## src/rtl/galaga_pkg.sv

```systemverilog
`default_nettype none
// ============================================================================
// Module      : galaga_pkg
// Description : Shared definitions for the Galaga shot controller: lane
//               encoding constants, shot FSM state encoding and a helper that
//               turns three one-hot lane flags into a lane code.
// Revision    : 1.0 - initial release
// ============================================================================
package galaga_pkg;

    // Lane codes as seen on SHOT_LANE
    localparam logic [1:0] LANE_NONE = 2'b00;
    localparam logic [1:0] LANE_L    = 2'b01;
    localparam logic [1:0] LANE_C    = 2'b10;
    localparam logic [1:0] LANE_R    = 2'b11;

    typedef enum logic [2:0] {
        ST_IDLE = 3'd0,
        ST_FLY  = 3'd1,
        ST_HIT  = 3'd2,
        ST_MISS = 3'd3,
        ST_COOL = 3'd4,
        ST_WIN  = 3'd5
    } shot_state_e;

    // Anything that is not exactly one-hot maps to LANE_NONE, so callers
    // can use a single compare for both validity and lane identity.
    function automatic logic [1:0] lane_of(input logic l, input logic c, input logic r);
        logic [1:0] lane;
        case ({l, c, r})
            3'b100:  lane = LANE_L;
            3'b010:  lane = LANE_C;
            3'b001:  lane = LANE_R;
            default: lane = LANE_NONE;
        endcase
        return lane;
    endfunction

endpackage : galaga_pkg
`default_nettype wire

```

## src/rtl/edge_det.sv

```systemverilog
`default_nettype none
// ============================================================================
// Module      : edge_det
// Description : Rising-edge detector for the raw fire button.
//               P is high in the cycle where D is 1 and the registered D is 0.
// Ports       : CLK - clock
//               RST - synchronous active-high reset
//               D   - level input
//               P   - rising-edge pulse (combinational, one cycle per edge)
// Revision    : 1.0 - initial release
// ============================================================================
module edge_det (
    input  logic CLK,
    input  logic RST,
    input  logic D,
    output logic P
);

    logic d_q;
    // arm_q stays low after reset until D has been seen low once, so a level
    // held high straight through reset release does not look like a new edge.
    logic arm_q;

    always_ff @(posedge CLK) begin
        if (RST) begin
            d_q   <= 1'b0;
            arm_q <= 1'b0;
        end else begin
            d_q   <= D;
            arm_q <= arm_q | ~D;
        end
    end

    assign P = D & ~d_q & arm_q;

endmodule : edge_det
`default_nettype wire

```

## src/rtl/shot_ctrl.sv

```systemverilog
`default_nettype none
// ============================================================================
// Module      : shot_ctrl
// Description : Projectile controller. A fire edge with a valid shooter lane
//               launches a shot that climbs ROWS rows, one every STEP_DIV
//               cycles, and is then scored against the target lane. Each
//               resolved shot is followed by COOL_CYC cooldown cycles; the
//               game ends when SCORE reaches MAX_SCORE.
// Ports       : CLK, RST          - clock, synchronous active-high reset
//               FIRE              - raw fire button (level)
//               L, C, R           - shooter lane, one-hot
//               L2, C2, R2        - target lane, one-hot
//               SHOT_ACTIVE       - projectile in flight
//               SHOT_LANE [1:0]   - latched lane while flying, else 00
//               SHOT_ROW  [2:0]   - current projectile row
//               HIT, MISS         - one-cycle result pulses
//               SCORE     [3:0]   - hit count
//               WIN               - game over
// Revision    : 1.0 - initial release
// ============================================================================
module shot_ctrl
    import galaga_pkg::*;
#(
    parameter int unsigned STEP_DIV  = 4,
    parameter int unsigned ROWS      = 6,
    parameter int unsigned COOL_CYC  = 8,
    parameter int unsigned MAX_SCORE = 9
) (
    input  logic       CLK,
    input  logic       RST,
    input  logic       FIRE,
    input  logic       L,
    input  logic       C,
    input  logic       R,
    input  logic       L2,
    input  logic       C2,
    input  logic       R2,
    output logic       SHOT_ACTIVE,
    output logic [1:0] SHOT_LANE,
    output logic [2:0] SHOT_ROW,
    output logic       HIT,
    output logic       MISS,
    output logic [3:0] SCORE,
    output logic       WIN
);

    localparam logic [7:0] C_DIV_LAST  = 8'(STEP_DIV - 1);
    localparam logic [7:0] C_COOL_LAST = 8'(COOL_CYC - 1);
    localparam logic [2:0] C_ROW_LAST  = 3'(ROWS - 1);
    localparam logic [3:0] C_MAX       = 4'(MAX_SCORE);

    shot_state_e state_q, state_d;
    logic [1:0]  lane_q,  lane_d;
    logic [2:0]  row_q,   row_d;
    logic [7:0]  div_q,   div_d;
    logic [7:0]  cool_q,  cool_d;
    logic [3:0]  score_q, score_d;

    logic       w_fire_p;
    logic [1:0] w_shoot_lane;
    logic [1:0] w_tgt_lane;
    logic [3:0] w_score_inc;

    edge_det u_fire_edge (
        .CLK (CLK),
        .RST (RST),
        .D   (FIRE),
        .P   (w_fire_p)
    );

    assign w_shoot_lane = lane_of(L, C, R);
    assign w_tgt_lane   = lane_of(L2, C2, R2);
    assign w_score_inc  = (score_q < C_MAX) ? score_q + 4'd1 : score_q;

    always_ff @(posedge CLK) begin
        if (RST) begin
            state_q <= ST_IDLE;
            lane_q  <= LANE_NONE;
            row_q   <= 3'd0;
            div_q   <= 8'd0;
            cool_q  <= 8'd0;
            score_q <= 4'd0;
        end else begin
            state_q <= state_d;
            lane_q  <= lane_d;
            row_q   <= row_d;
            div_q   <= div_d;
            cool_q  <= cool_d;
            score_q <= score_d;
        end
    end

    always_comb begin
        state_d = state_q;
        lane_d  = lane_q;
        row_d   = row_q;
        div_d   = div_q;
        cool_d  = cool_q;
        score_d = score_q;

        case (state_q)
            ST_IDLE: begin
                // Fire edges in any other state are simply dropped here.
                if (w_fire_p && (w_shoot_lane != LANE_NONE)) begin
                    state_d = ST_FLY;
                    lane_d  = w_shoot_lane;
                    row_d   = 3'd0;
                    div_d   = 8'd0;
                end
            end
            ST_FLY: begin
                if (div_q == C_DIV_LAST) begin
                    div_d = 8'd0;
                    if (row_q == C_ROW_LAST) begin
                        // lane_q is never NONE here, so a non-one-hot
                        // target (NONE) can never match and scores a miss.
                        state_d = (w_tgt_lane == lane_q) ? ST_HIT : ST_MISS;
                        row_d   = 3'd0;
                        lane_d  = LANE_NONE;
                    end else begin
                        row_d = row_q + 3'd1;
                    end
                end else begin
                    div_d = div_q + 8'd1;
                end
            end
            ST_HIT: begin
                score_d = w_score_inc;
                cool_d  = 8'd0;
                state_d = (w_score_inc == C_MAX) ? ST_WIN : ST_COOL;
            end
            ST_MISS: begin
                cool_d  = 8'd0;
                state_d = ST_COOL;
            end
            ST_COOL: begin
                if (cool_q == C_COOL_LAST) begin
                    state_d = ST_IDLE;
                end else begin
                    cool_d = cool_q + 8'd1;
                end
            end
            ST_WIN: begin
                state_d = ST_WIN;
            end
            default: begin
                state_d = ST_IDLE;
            end
        endcase
    end

    assign SHOT_ACTIVE = (state_q == ST_FLY);
    assign SHOT_LANE   = (state_q == ST_FLY) ? lane_q : LANE_NONE;
    assign SHOT_ROW    = row_q;
    assign HIT         = (state_q == ST_HIT);
    assign MISS        = (state_q == ST_MISS);
    assign SCORE       = score_q;
    assign WIN         = (state_q == ST_WIN);

endmodule : shot_ctrl
`default_nettype wire

```

## config.mk

```make
export PLATFORM = sky130hd
export DESIGN_NAME = shot_ctrl
export DESIGN_NICKNAME = d
export VERILOG_FILES = /design/src/rtl/galaga_pkg.sv /design/src/rtl/edge_det.sv /design/src/rtl/shot_ctrl.sv
export SDC_FILE = /design/constraint.sdc
export NUM_CORES = 1
export LEC_CHECK = 0
export ABC_AREA = 0
export CORE_MARGIN = 1.5
export CORE_UTILIZATION = 54
export DETAILED_ROUTE_END_ITERATION = 8
export GPL_TIMING_DRIVEN = 0
export MAX_ROUTING_LAYER = met4
export PLACE_DENSITY_LB_ADDON = 0.3
export RECOVER_POWER = 100
export SYNTH_ARGS = -nofsm -noshare
export SYNTH_HDL_FRONTEND = slang
export SYNTH_SLANG_ARGS = --single-unit
export TNS_END_PERCENT = 50
```

## constraint.sdc

```tcl
create_clock -name CLK -period 2.5 [get_ports CLK]
set_clock_uncertainty 0.2 [all_clocks]
set_input_delay 0.625 -clock CLK [delete_from_list [all_inputs] [get_ports CLK]]
set_output_delay 0.625 -clock CLK [all_outputs]
set_load 0.02 [all_outputs]
```

======== Word level (Yosys, flattened, before mapping) ========
Cells that the tools add are included.
storage, ports and cells
  bits in registers ....................... 30
  input port bits ......................... 9
  output and inout bits ................... 13
  logic and storage cells ................. 74
cells by class
  bitwise logic cells ..................... 5
  equality and inequality tests ........... 21
  mux-type cells .......................... 24
  reductions and logical operators ........ 11
  add/subtract/negate cells ............... 4
  magnitude comparators ................... 1
operators with widths
  kind                   count
  $pmux W8 S2            2
  $mux W8                3
  $mux W3                7
  $pmux W3 S6            1
  $add A8 B1 Y8 const B  2
  $eq A3 B3 Y1 const B   5
  $eq A3 B2 Y1 const B   4
  $pmux W2 S3            2
  $eq A3 B1 Y1 const B   3
  $eq A8 B2 Y1 const B   1
  $eq A8 B3 Y1 const B   1
  $mux W2                4
  $reduce_and A4 Y1      2
  $ne A2 B2 Y1 const B   3
  $pmux W3 S2            1
  $reduce_bool A2 Y1     3
  $add A4 B1 Y4 const B  1
  $eq A4 B4 Y1 const B   1
  $lt A4 B4 Y1 const B   1
  $mux W4                1
  $ne A2 B1 Y1 const B   2
  $pmux W2 S2            1
  $reduce_and A2 Y1      2
  $add A3 B1 Y3 const B  1
  other kinds (9)        12

======== Depth between registers and ports, before layout ========
Gate-level depths: netlist of run 1.
  word-level depth ........................ 7
  depth in mapped cells ................... 7
  gate-level depth less buffers ........... 7

======== Hierarchy ========
From an unflattened synthesis of run 1, not the netlist that was laid out.
unflattened totals
  cell total of the unflattened synthesis .. 204
  area, all modules ....................... 1680.4 µm²
modules (own cells, without submodules)
  module     instances  sequential area each (µm²)  cells an instance  area each (µm²)
  shot_ctrl  1          560.5                       197                1617.8
  edge_det   1          40.0                        7                  62.6

======== Worst setup path after synthesis of run 1 ========
Ideal clock, no wire load.
  kind .................................... register to output
  start point ............................. register state_q[2]
  end point ............................... output SHOT_LANE[0]
  setup slack ............................. 0.310 ns
  arrival time ............................ 1.365 ns
  cell stages (with the launch flop) ...... 6
  required time ........................... 1.675 ns
  buffers on the path ..................... 2
  path through ............................ dfxtp_1 -> buf_2 -> or3b_1 -> buf_6 -> inv_1 -> and2_1
between the ends
  word-level cells in the longest chain between the ends .. 2
ends and longest elaborated chain
  what                      RTL line          RTL
  start: declaration        shot_ctrl.sv:52   shot_state_e state_q, state_d;
  start signal: assignment  shot_ctrl.sv:84   state_q <= state_d;
  $eq A3 B1 Y1              n/a
  via SHOT_ACTIVE           shot_ctrl.sv:38   output logic SHOT_ACTIVE,
  $mux W2                   shot_ctrl.sv:153  assign SHOT_LANE = (state_q == ST_FLY) ? lane_q : LANE_NONE;
  end: declaration          shot_ctrl.sv:39   output logic [1:0] SHOT_LANE,
The timed path passes the listed nets, and every way through them passes these cells.

======== Worst setup path after layout of run 1 ========
  start point ............................. register state_q[0]
  end point ............................... output SHOT_ACTIVE
between the ends
  word-level cells in the longest chain between the ends .. 1
ends and longest elaborated chain
  what              RTL line          RTL
  $eq A3 B1 Y1      shot_ctrl.sv:152  assign SHOT_ACTIVE = (state_q == ST_FLY);
  end: declaration  shot_ctrl.sv:38
No other way between the ends.

==> flow_summary_export.csv, run 1 <==
group,metric,value,unit
floorplan,rows,20,
hold_path,holdCritPathClass,"reg2reg",
detailed_routing,highest_layer,"met4",
layout,finalNonFillerCells,256,
sta,setup_violations,0,
detailed_routing,wl_met3,158,um
logic_synthesis,synth_ff_type,"dfxtp_1",
sta,period_needed,2410,ps
setup_path,cp_max_fo,9,
setup_path,cp_slowest_cell,"or3b_4",
outcome,status,"finished, final reports clean",
detailed_routing,routedLengthMet1,1640,um
sta,hold_slack,254,ps
logic_synthesis,ys_seq_elements,30,
floorplan,die_height,58.6,um
cts,h-tree-depth,2,
cts,clk_pin_slew,90,ps
logic_synthesis,yosysTopAreaCell,"dfxtp_1",
logic_synthesis,synth.distinct_cells,50,
detailed_routing,viasPerCell,5.97,
sta,max_slew.worst_pin.slew,590,ps
setup_path,worst-setup-path-type,"reg2out",
cts,cts_buffers,5,
global_route,grt_max_degree,11,
detailed_routing,dr.pass1.iters,4,
detailed_routing,route.vias.total,1529,
logic_synthesis,synth_fp_nets,210,
sta,clock.fmax,415,MHz
placed_design,postPlaceCellArea,0.00191,mm2
layout,layout-area-overhead-vs-synth,18.8,%
sta,final_hold_viol_count,0,
cts,clk-insertion-delay-late,340,ps
layout,final.fill_count,262,
placed_design,dp.cells,250,
floorplan,start_util,55.7,%
logic_synthesis,syn_inst,197,
detailed_routing,drc,0,
logic_synthesis,yosys_warnings,0,
cts,hold_buffers,0,
setup_path,r2r_cells,6,
placed_design,port_buffers,20,
floorplan,io_pins,22,
global_route,grt_pass1_wl,6710,um
job,maxCapViolCount,0,
detailed_routing,routedWlPerCell,14.6,um
detailed_routing,drtAntennaViolNets,0,
sta,grt_setup_unrepaired,"false",
global_route,first_global_vias,1533,
global_route,grtUsageTotal,26.5,%
logic_synthesis,yosys-top-cells-area,"dfxtp_1, nor2_1, xor2_1",
power,p_per_area,492,mW/mm2
setup_path,crit_required,1670,ps
global_route,overflow,0,
layout,final_layout_size_suffix_gt1_share,11.2,%
layout,final_net_count,235,
global_route,antenna_found_initial,0,
setup_path,r2r-end,"lane_q[1]",
logic_synthesis,ys_seq_area_share,35.9,%
setup_path,endpoint_kind,"primary output",
placed_design,place_congestion,0.833,
cts,cts.sinks,30,
logic_synthesis,synth_top_area_share,35.9,%
cts,cts_buffer_depth,2,
hold_path,min_to,"u_fire_edge.arm_q",
logic_synthesis,syn_area,0.00167,mm2
setup_path,reg2reg_slack,440,ps
logic_synthesis,ys_top_cells_by_count,"dfxtp_1, nor2_1, a21oi_1",
logic_synthesis,synth.most_common_cell,"dfxtp_1",
floorplan,die_w,58.6,um
sta,slew_headroom,60.7,%
power,p_leak,0.807,nW
hold_path,hold_path_depth,2,
layout,n_antenna_cell,0,
logic_synthesis,postSynthAreaPerCell,8.49,um2
setup_path,cpPeakStageDelay,400,ps
setup_path,crit_arrival,1580,ps
cts,cts_tree,"yes",
floorplan,fp.coreArea,0.00300,mm2
layout,final_area,0.00199,mm2
setup_path,cp-start-kind,"register",
sta,fin_crit_sh,96.4,%
floorplan,dieArea,0.00344,mm2
hold_path,worstHoldStart,"u_fire_edge.arm_q",
power,worst_ir_drop_vdd,0.329,mV
placed_design,hpwlAfterDp,2760,um
detailed_routing,wl,3740,um
detailed_routing,drt_iter0_drc,98,
logic_synthesis,synth_edf_count,0,
sta,slew_viol_final,0,
setup_path,timing.critical_path.cells,"buf_6 -> or3b_4 -> inv_4 -> clkdlybuf4s15_1",
detailed_routing,met2_length,1870,um
cts,cts-root-buf,"clkbuf_4",
logic_synthesis,async_flop_share,0,%
setup_path,r2r_start,"div_q[0]",
-- per-stage QoR --
step                      utilization (%)  power (mW)  setup WS (ps)  setup TNS (ps)
after floorplan                         -       0.587            310               0
after global placement               63.7       0.623           -220           -2320
after detailed placement             63.7       0.628           -284           -2930
after CTS                            66.5       0.990          -7.24           -7.24
after global routing                 66.1        1.03           12.8               0
final                                66.1       0.976           91.1               0
-- worst max-delay path by stage --
stage	start	cells past startpoint	end
floorplan	state_q[2]	5	SHOT_LANE[0]
global placement	L	7	lane_q[0]
detailed placement	L	7	lane_q[0]
CTS	state_q[2]	6	SHOT_LANE[0]
global route	state_q[2]	4	MISS
finish	state_q[0]	4	SHOT_ACTIVE
-- state kept, by name, summed over array words and instances, names as in the netlist --
name,flops
u_fire_edge.d_q,1
SCORE,4
state_q,3
SHOT_ROW,3
lane_q,2
u_fire_edge.arm_q,1
div_q,8
cool_q,8
-- layer usage --
metal,global-route usage [%],vias up
met5,-,-
met2,42.7,32
met3,7.47,8
li1,-,771
met4,11.7,0
met1,30.8,718
-- what timing repair did --
action                                  in CTS  in global routing
endpoints found under the setup margin       6                 15
gates resized for setup                     23                  6
pin swaps                                    0                  0
hold endpoints to repair                     0                  0
buffers inserted                             0                  1
-- area by class of cell --
class	instances	area [um2]	share of cell area, %
multi-input combinational	149	987	49.7
clock buffer	8	78.8	3.97
timing repair buffer	21	199	10.0
sequential	30	602	30.3
inverter	8	32.5	1.64
buffer	7	45.0	2.27
tap	33	41.3	2.08
-- power by group --
| part | total [mW] | switching, mW | leakage (nW) | internal (mW) |
|---|---|---|---|---|
| Sequential | 0.494 | 0.00831 | 0.243 | 0.486 |
| Combinational | 0.125 | 0.0698 | 0.519 | 0.0548 |
| Clock | 0.358 | 0.166 | 0.0446 | 0.192 |
-- critical path: cells and delay by family (launching register included) --
| kind | cells | cell delay (ps) |
|---|---|---|
| DFF | 1 | 340 |
| buffers and inverters | 3 | 520 |
| and+or+nand+nor | 1 | 400 |
-- logic make-up (layout without fill, tap and decap cells) --
family	after synthesis	count (layout)	share of synthesized area [%]
AND/OR/NAND/NOR	79	79	25.4
buffers and inverters	18	44	5.24
AO/OA/AOI/OAI	51	51	22.2
adder cells (fa/ha/maj)	4	4	2.99
XOR/XNOR	10	10	5.24
flip-flops	30	30	35.9
multiplexers	5	5	2.99
-- cell usage in the layout, fill, tap and decap left out, types with 7 or more instances in the layout --
cell type and count:
dlygate4sd3_1 7, o21ai_0 11, dfxtp_1 29, inv_1 7, clkdlybuf4s50_1 7, nor3_1 8
nor2_1 24, xor2_1 7, a21oi_1 12
No activity file was read; power rests on OpenSTA's default activity.
==> run 2, diff against run 1 <==
--- a/config.mk
+++ b/config.mk
@@ -7,10 +7,9 @@
 export LEC_CHECK = 0
 export ABC_AREA = 0
 export CORE_MARGIN = 1.5
-export CORE_UTILIZATION = 54
+export CORE_UTILIZATION = 57
 export DETAILED_ROUTE_END_ITERATION = 8
 export GPL_TIMING_DRIVEN = 0
-export MAX_ROUTING_LAYER = met4
 export PLACE_DENSITY_LB_ADDON = 0.3
 export RECOVER_POWER = 100
 export SYNTH_ARGS = -nofsm -noshare
==> constraint.sdc (replaced) <==
create_clock -name CLK -period 2.92 [get_ports CLK]
set_clock_uncertainty 0.2 [all_clocks]
set_input_delay 0.73 -clock CLK [delete_from_list [all_inputs] [get_ports CLK]]
set_output_delay 0.73 -clock CLK [all_outputs]
set_load 0.02 [all_outputs]
==> flow_summary_export.csv, run 2 (synthesis gave the netlist of run 1 again) <==
group,metric,value,unit
setup_path,critPathTopFamily,"buffers and inverters",
cts,h-tree-depth,2,
sta,clock.fmax,359,MHz
floorplan,rows,19,
setup_path,r2r_start,"div_q[0]",
power,p_leak,0.788,nW
setup_path,cp_max_fo,9,
global_route,grt_max_degree,11,
global_route,grt_pass1_wl,6770,um
layout,finalNonFillerCells,256,
layout,layout-area-overhead-vs-synth,16.1,%
floorplan,die_height,57.2,um
placed_design,dp.cells,248,
layout,final.fill_count,248,
power,p_per_area,408,mW/mm2
setup_path,cp-start-kind,"register",
placed_design,port_buffers,20,
job,maxCapViolCount,0,
setup_path,endpoint_kind,"primary output",
outcome,status,"finished, final reports clean",
layout,final_common_cell,"dfxtp_1",
setup_path,crit_arrival,1860,ps
layout,final_layout_size_suffix_gt1_share,7.56,%
sta,grt_setup_unrepaired,"false",
floorplan,io_pins,22,
global_route,grtUsageTotal,26.7,%
layout,fin_util,70.4,%
cts,postCtsSetupRepairBufs,0,
detailed_routing,met2_length,2010,um
detailed_routing,viasPerCell,6.18,
detailed_routing,routedWlPerCell,15.5,um
sta,slew_headroom,67.4,%
detailed_routing,highest_layer,"met4",
sta,slew_viol_final,0,
setup_path,timing.critical_path.cells,"buf_4 -> nor2b_1 -> and2_0 -> clkdlybuf4s50_1",
setup_path,critPathLaunch,"state_q[0]",
sta,final_hold_viol_count,0,
setup_path,crit_required,1990,ps
sta,fin_crit_sh,95.5,%
detailed_routing,drc,0,
sta,fin_setup_tns,0,ps
detailed_routing,dr.pass1.iters,4,
sta,setup_violations,0,
sta,max_slew.worst_pin.slew,490,ps
cts,clk_pin_slew,90,ps
cts,clk-insertion-delay-late,340,ps
layout,final_area,0.00194,mm2
power,power,792,uW
detailed_routing,wl,3970,um
setup_path,path_buf_inv,2,
cts,cts_buffers,5,
global_route,overflow,0,
placed_design,place_congestion,0.836,
floorplan,die_w,57.2,um
layout,final_cell_mix,"dfxtp_1, nor2_1, a21oi_1, o21ai_0, clkbuf_1",
global_route,antenna_found_initial,0,
floorplan,dieArea,0.00327,mm2
power,worst_ir_drop_vdd,0.417,mV
cts,cts-root-buf,"clkbuf_4",
hold_path,worstHoldStart,"u_fire_edge.arm_q",
detailed_routing,routedLengthMet1,1680,um
layout,final_net_count,237,
hold_path,holdCritPathClass,"reg2reg",
sta,period_needed,2790,ps
detailed_routing,route.vias.total,1583,
detailed_routing,wl_met3,219,um
layout,n_antenna_cell,0,
global_route,first_global_vias,1552,
cts,cts_buffer_depth,2,
cts,cts_tree,"yes",
setup_path,cpPeakStageDelay,620,ps
placed_design,hpwlAfterDp,2860,um
cts,cts.sinks,30,
setup_path,cp_slowest_cell,"clkdlybuf4s50_1",
floorplan,fp.coreArea,0.00276,mm2
detailed_routing,drtAntennaViolNets,0,
floorplan,start_util,60.6,%
setup_path,worst-setup-path-type,"reg2out",
detailed_routing,drt_iter0_drc,57,
placed_design,postPlaceCellArea,0.00191,mm2
## run 2: routing by layer
metal / track usage, % / vias to the layer above
met5: 0 / -
met1: 31.0 / 750
met4: 11.3 / 0
li1: - / 780
met2: 45.6 / 46
met3: 7.94 / 7
## run 2: layout make-up
type / instances / area, um2 / area share, %
clock inverter: 1 / 5.00 / 0.258
buffer: 10 / 58.8 / 3.03
tap: 31 / 38.8 / 2.00
clock buffer: 7 / 55.1 / 2.84
sequential: 30 / 602 / 31.0
inverter: 8 / 30.0 / 1.55
multi-input combinational: 149 / 972 / 50.1
timing repair buffer: 20 / 179 / 9.22
## run 2: report_power, final
part | leakage (nW) | internal (mW) | switching, mW
Clock | 0.0353 | 0.116 | 0.148
Sequential | 0.243 | 0.416 | 0.00570
Combinational | 0.509 | 0.0457 | 0.0608
Total | 0.788 | 0.578 | 0.214
## run 2: metrics by stage
step	setup slack [ps]	hold WS, ps
2_1_floorplan	625	226
3_3_place_gp	88.0	235
3_5_place_dp	27.2	252
4_1_cts	44.3	267
5_1_grt	43.1	291
6_report	132	260
## run 2: path summary, 6_finish.rpt
kind                            end  slack, ps  depth (start not counted)
setup reg to reg          lane_q[1]        880                          6
setup / recovery                WIN        130                          4
hold reg to reg   u_fire_edge.arm_q        260                          2
hold / removal    u_fire_edge.arm_q        260                          2
## run 2: timing repair
item                                    4_1_cts  5_1_grt
hold buffers                                  0        0
pin swaps                                     0        0
gates resized for setup                       5        6
endpoints found under the setup margin        5        3
## run 2: tightest hold or removal path: cells and delay by family, from the launching register on
family	cells	cell delay, ps
buffers and inverters	1	50
AO/OA/AOI/OAI	1	50
flip-flops	1	320
==> run 3, diff against run 2 <==
--- a/config.mk
+++ b/config.mk
@@ -5,7 +5,7 @@
 export SDC_FILE = /design/constraint.sdc
 export NUM_CORES = 1
 export LEC_CHECK = 0
-export ABC_AREA = 0
+export ABC_AREA = 1
 export CORE_MARGIN = 1.5
 export CORE_UTILIZATION = 57
 export DETAILED_ROUTE_END_ITERATION = 8
==> flow_summary_export.csv, run 3 <==
group,metric,value,unit
sta,final_hold_viol_count,0,
logic_synthesis,ys_seq_elements,30,
setup_path,reg2reg_slack,1020,ps
logic_synthesis,syn_area,0.00173,mm2
layout,final_cell_mix,"nand2_1, inv_1, dfxtp_1, nand3_1, nor2_1",
cts,postCtsSetupRepairBufs,0,
global_route,grt_pass1_wl,6070,um
logic_synthesis,synth.distinct_cells,29,
sta,period_needed,2740,ps
cts,cts-root-buf,"clkbuf_4",
setup_path,cp_max_fo,3,
power,p_sw_share,26.5,%
cts,cts_buffer_depth,2,
power,power,768,uW
placed_design,place_congestion,0.818,
global_route,grt_max_degree,11,
floorplan,dieArea,0.00338,mm2
cts,cts_buffers,5,
placed_design,port_buffers,21,
floorplan,die_height,58.1,um
global_route,overflow,0,
floorplan,start_util,61.2,%
sta,setup_violations,0,
layout,multiInputGateArea,930,um2
sta,slew_headroom,65.2,%
logic_synthesis,async_flop_share,0,%
sta,clock.fmax,365,MHz
power,worst_ir_drop_vdd,0.280,mV
layout,final.fill_count,249,
layout,seq_area,601,um2
power,sequentialPowerShare,54.9,%
layout,final_net_count,297,
floorplan,rows,19,
floorplan,fp.coreArea,0.00283,mm2
outcome,violations,"DRC",
cts,cts_tree,"yes",
layout,n_antenna_cell,0,
layout,final_layout_size_suffix_gt1_share,8.07,%
setup_path,crit_required,1990,ps
detailed_routing,drc,4,
setup_path,r2r_start,"state_q[0]",
power,p_switching,203,uW
floorplan,die_w,58.1,um
cts,clk_pin_slew,90,ps
logic_synthesis,yosysTopAreaCell,"dfxtp_1",
setup_path,crit_arrival,1810,ps
hold_path,holdCritPathClass,"reg2reg",
sta,fin_crit_sh,93.9,%
power,p_comb_share,11.6,%
power,p_leak,0.874,nW
detailed_routing,dr.pass1.iters,7,
power,pwr-share-clk,33.5,%
logic_synthesis,synth_edf_count,0,
layout,final_area,0.00199,mm2
setup_path,cp-start-kind,"register",
sta,slew_viol_final,0,
global_route,antenna_found_initial,0,
detailed_routing,routedWlPerCell,11.2,um
global_route,grtUsageTotal,23.0,%
logic_synthesis,syn_inst,256,
placed_design,pre_cts_ws,363,ps
hold_path,worstHoldStart,"div_q[1]",
setup_path,endpoint_kind,"primary output",
logic_synthesis,synth_top_area_share,34.7,%
placed_design,postPlaceCellArea,0.00198,mm2
setup_path,worst-setup-path-type,"reg2out",
layout,final_common_cell,"nand2_1",
detailed_routing,drtAntennaViolNets,0,
power,p_per_area,385,mW/mm2
sta,max_slew.worst_pin.slew,522,ps
detailed_routing,viasPerCell,5.34,
cts,clk-insertion-delay-late,330,ps
logic_synthesis,postSynthAreaPerCell,6.76,um2
layout,layout-area-overhead-vs-synth,15.2,%
cts,cts.sinks,30,
placed_design,hpwlAfterDp,2560,um
sta,grt_setup_unrepaired,"false",
power,power.internal,564,uW
logic_synthesis,yosys-top-cells-area,"dfxtp_1, nand2_1, nand3_1",
detailed_routing,wl,3540,um
outcome,status,"finished with violations",
cts,h-tree-depth,2,
sta,worst_slack,179,ps
logic_synthesis,yosys_warnings,0,
logic_synthesis,synth.most_common_cell,"nand2_1",
sta,fin_setup_tns,0,ps
logic_synthesis,synth_fp_nets,269,
detailed_routing,drt_iter0_drc,118,
detailed_routing,route.vias.total,1689,
logic_synthesis,ys_seq_area_share,34.7,%
logic_synthesis,synth_ff_type,"dfxtp_1",
job,maxCapViolCount,0,
cts,hold_buffers,0,
global_route,first_global_vias,1467,
setup_path,critPathLaunch,"state_q[0]",
floorplan,io_pins,22,
logic_synthesis,ys_top_cells_by_count,"nand2_1, inv_1, dfxtp_1",
## run 3: cell types whose count changed after synthesis, sizes merged, moves of 5 or more
cell	before	now
nor2b	6	0
a21oi	12	22
xor2	7	2
nand3	3	28
inv	8	41
mux2i	5	0
and3	6	0
nand2	6	62
nor2	24	33
nand3b	5	0
buf	5	0
## run 3: timing repair
action | in CTS | in global routing
resized for setup | 0 | 1
endpoints found under the hold margin | 0 | 0
setup endpoints to repair | 0 | 1
## run 3: kinds of logic after synthesis
logic type	count (synthesis)	synth area share, %
AO/OA/AOI/OAI	37	12.1
flip-flops	30	34.7
buffers and inverters	43	9.32
XOR/XNOR	2	1.01
adder cells (fa/ha/maj)	4	2.89
AND/OR/NAND/NOR	140	40.0
## run 3: critical path, stage by stage, from the launching register on
cell,delay [ps]
dfxtp_1,410
inv_1,100
nor2_4,130
nand2_1,90
inv_1,90
dlygate4sd3_1,670
## run 3: cell type report
class	instances	area share [%]
Tap cell	31	1.94
Timing Repair Buffer	21	10.2
Clock buffer	7	2.76
Clock inverter	1	0.251
Multi-Input combinational cell	183	46.6
Sequential cell	30	30.1
Buffer	2	0.376
Inverter	41	7.72
## run 3: metal layers
metal	vias to the layer above	share of wire, %	global-route usage, %
met5	-	0	0
met4	0	1.3	8.64
met3	8	4.7	5.80
met2	54	45	36.5
met1	746	49	30.1
li1	881	-	-
## run 3: path summary, 6_finish.rpt
kind,to,cells past startpoint
worst max-delay path,WIN,5
worst min-delay path,div_q[1],2
worst max register to register,div_q[2],7
worst min register to register,div_q[1],2
## run 3: power by group through the flow
stage | Clock, mW | Combinational (mW) | Sequential (mW)
after floorplan | 0 | 0.0602 | 0.432
after global placement | 0 | 0.0913 | 0.431
final | 0.257 | 0.0891 | 0.421
after CTS | 0.265 | 0.0941 | 0.422
after detailed placement | 0 | 0.0929 | 0.431
after global routing | 0.284 | 0.0993 | 0.422
## run 3: through the flow
stage          hold slack, ps  std cells  util, %
2_1_floorplan             253        256        -
6_report                  288        316     70.5
3_3_place_gp              269        308     70.0
4_1_cts                   292        316     72.1
3_5_place_dp              278        308     70.0
5_1_grt                   317        316     70.5
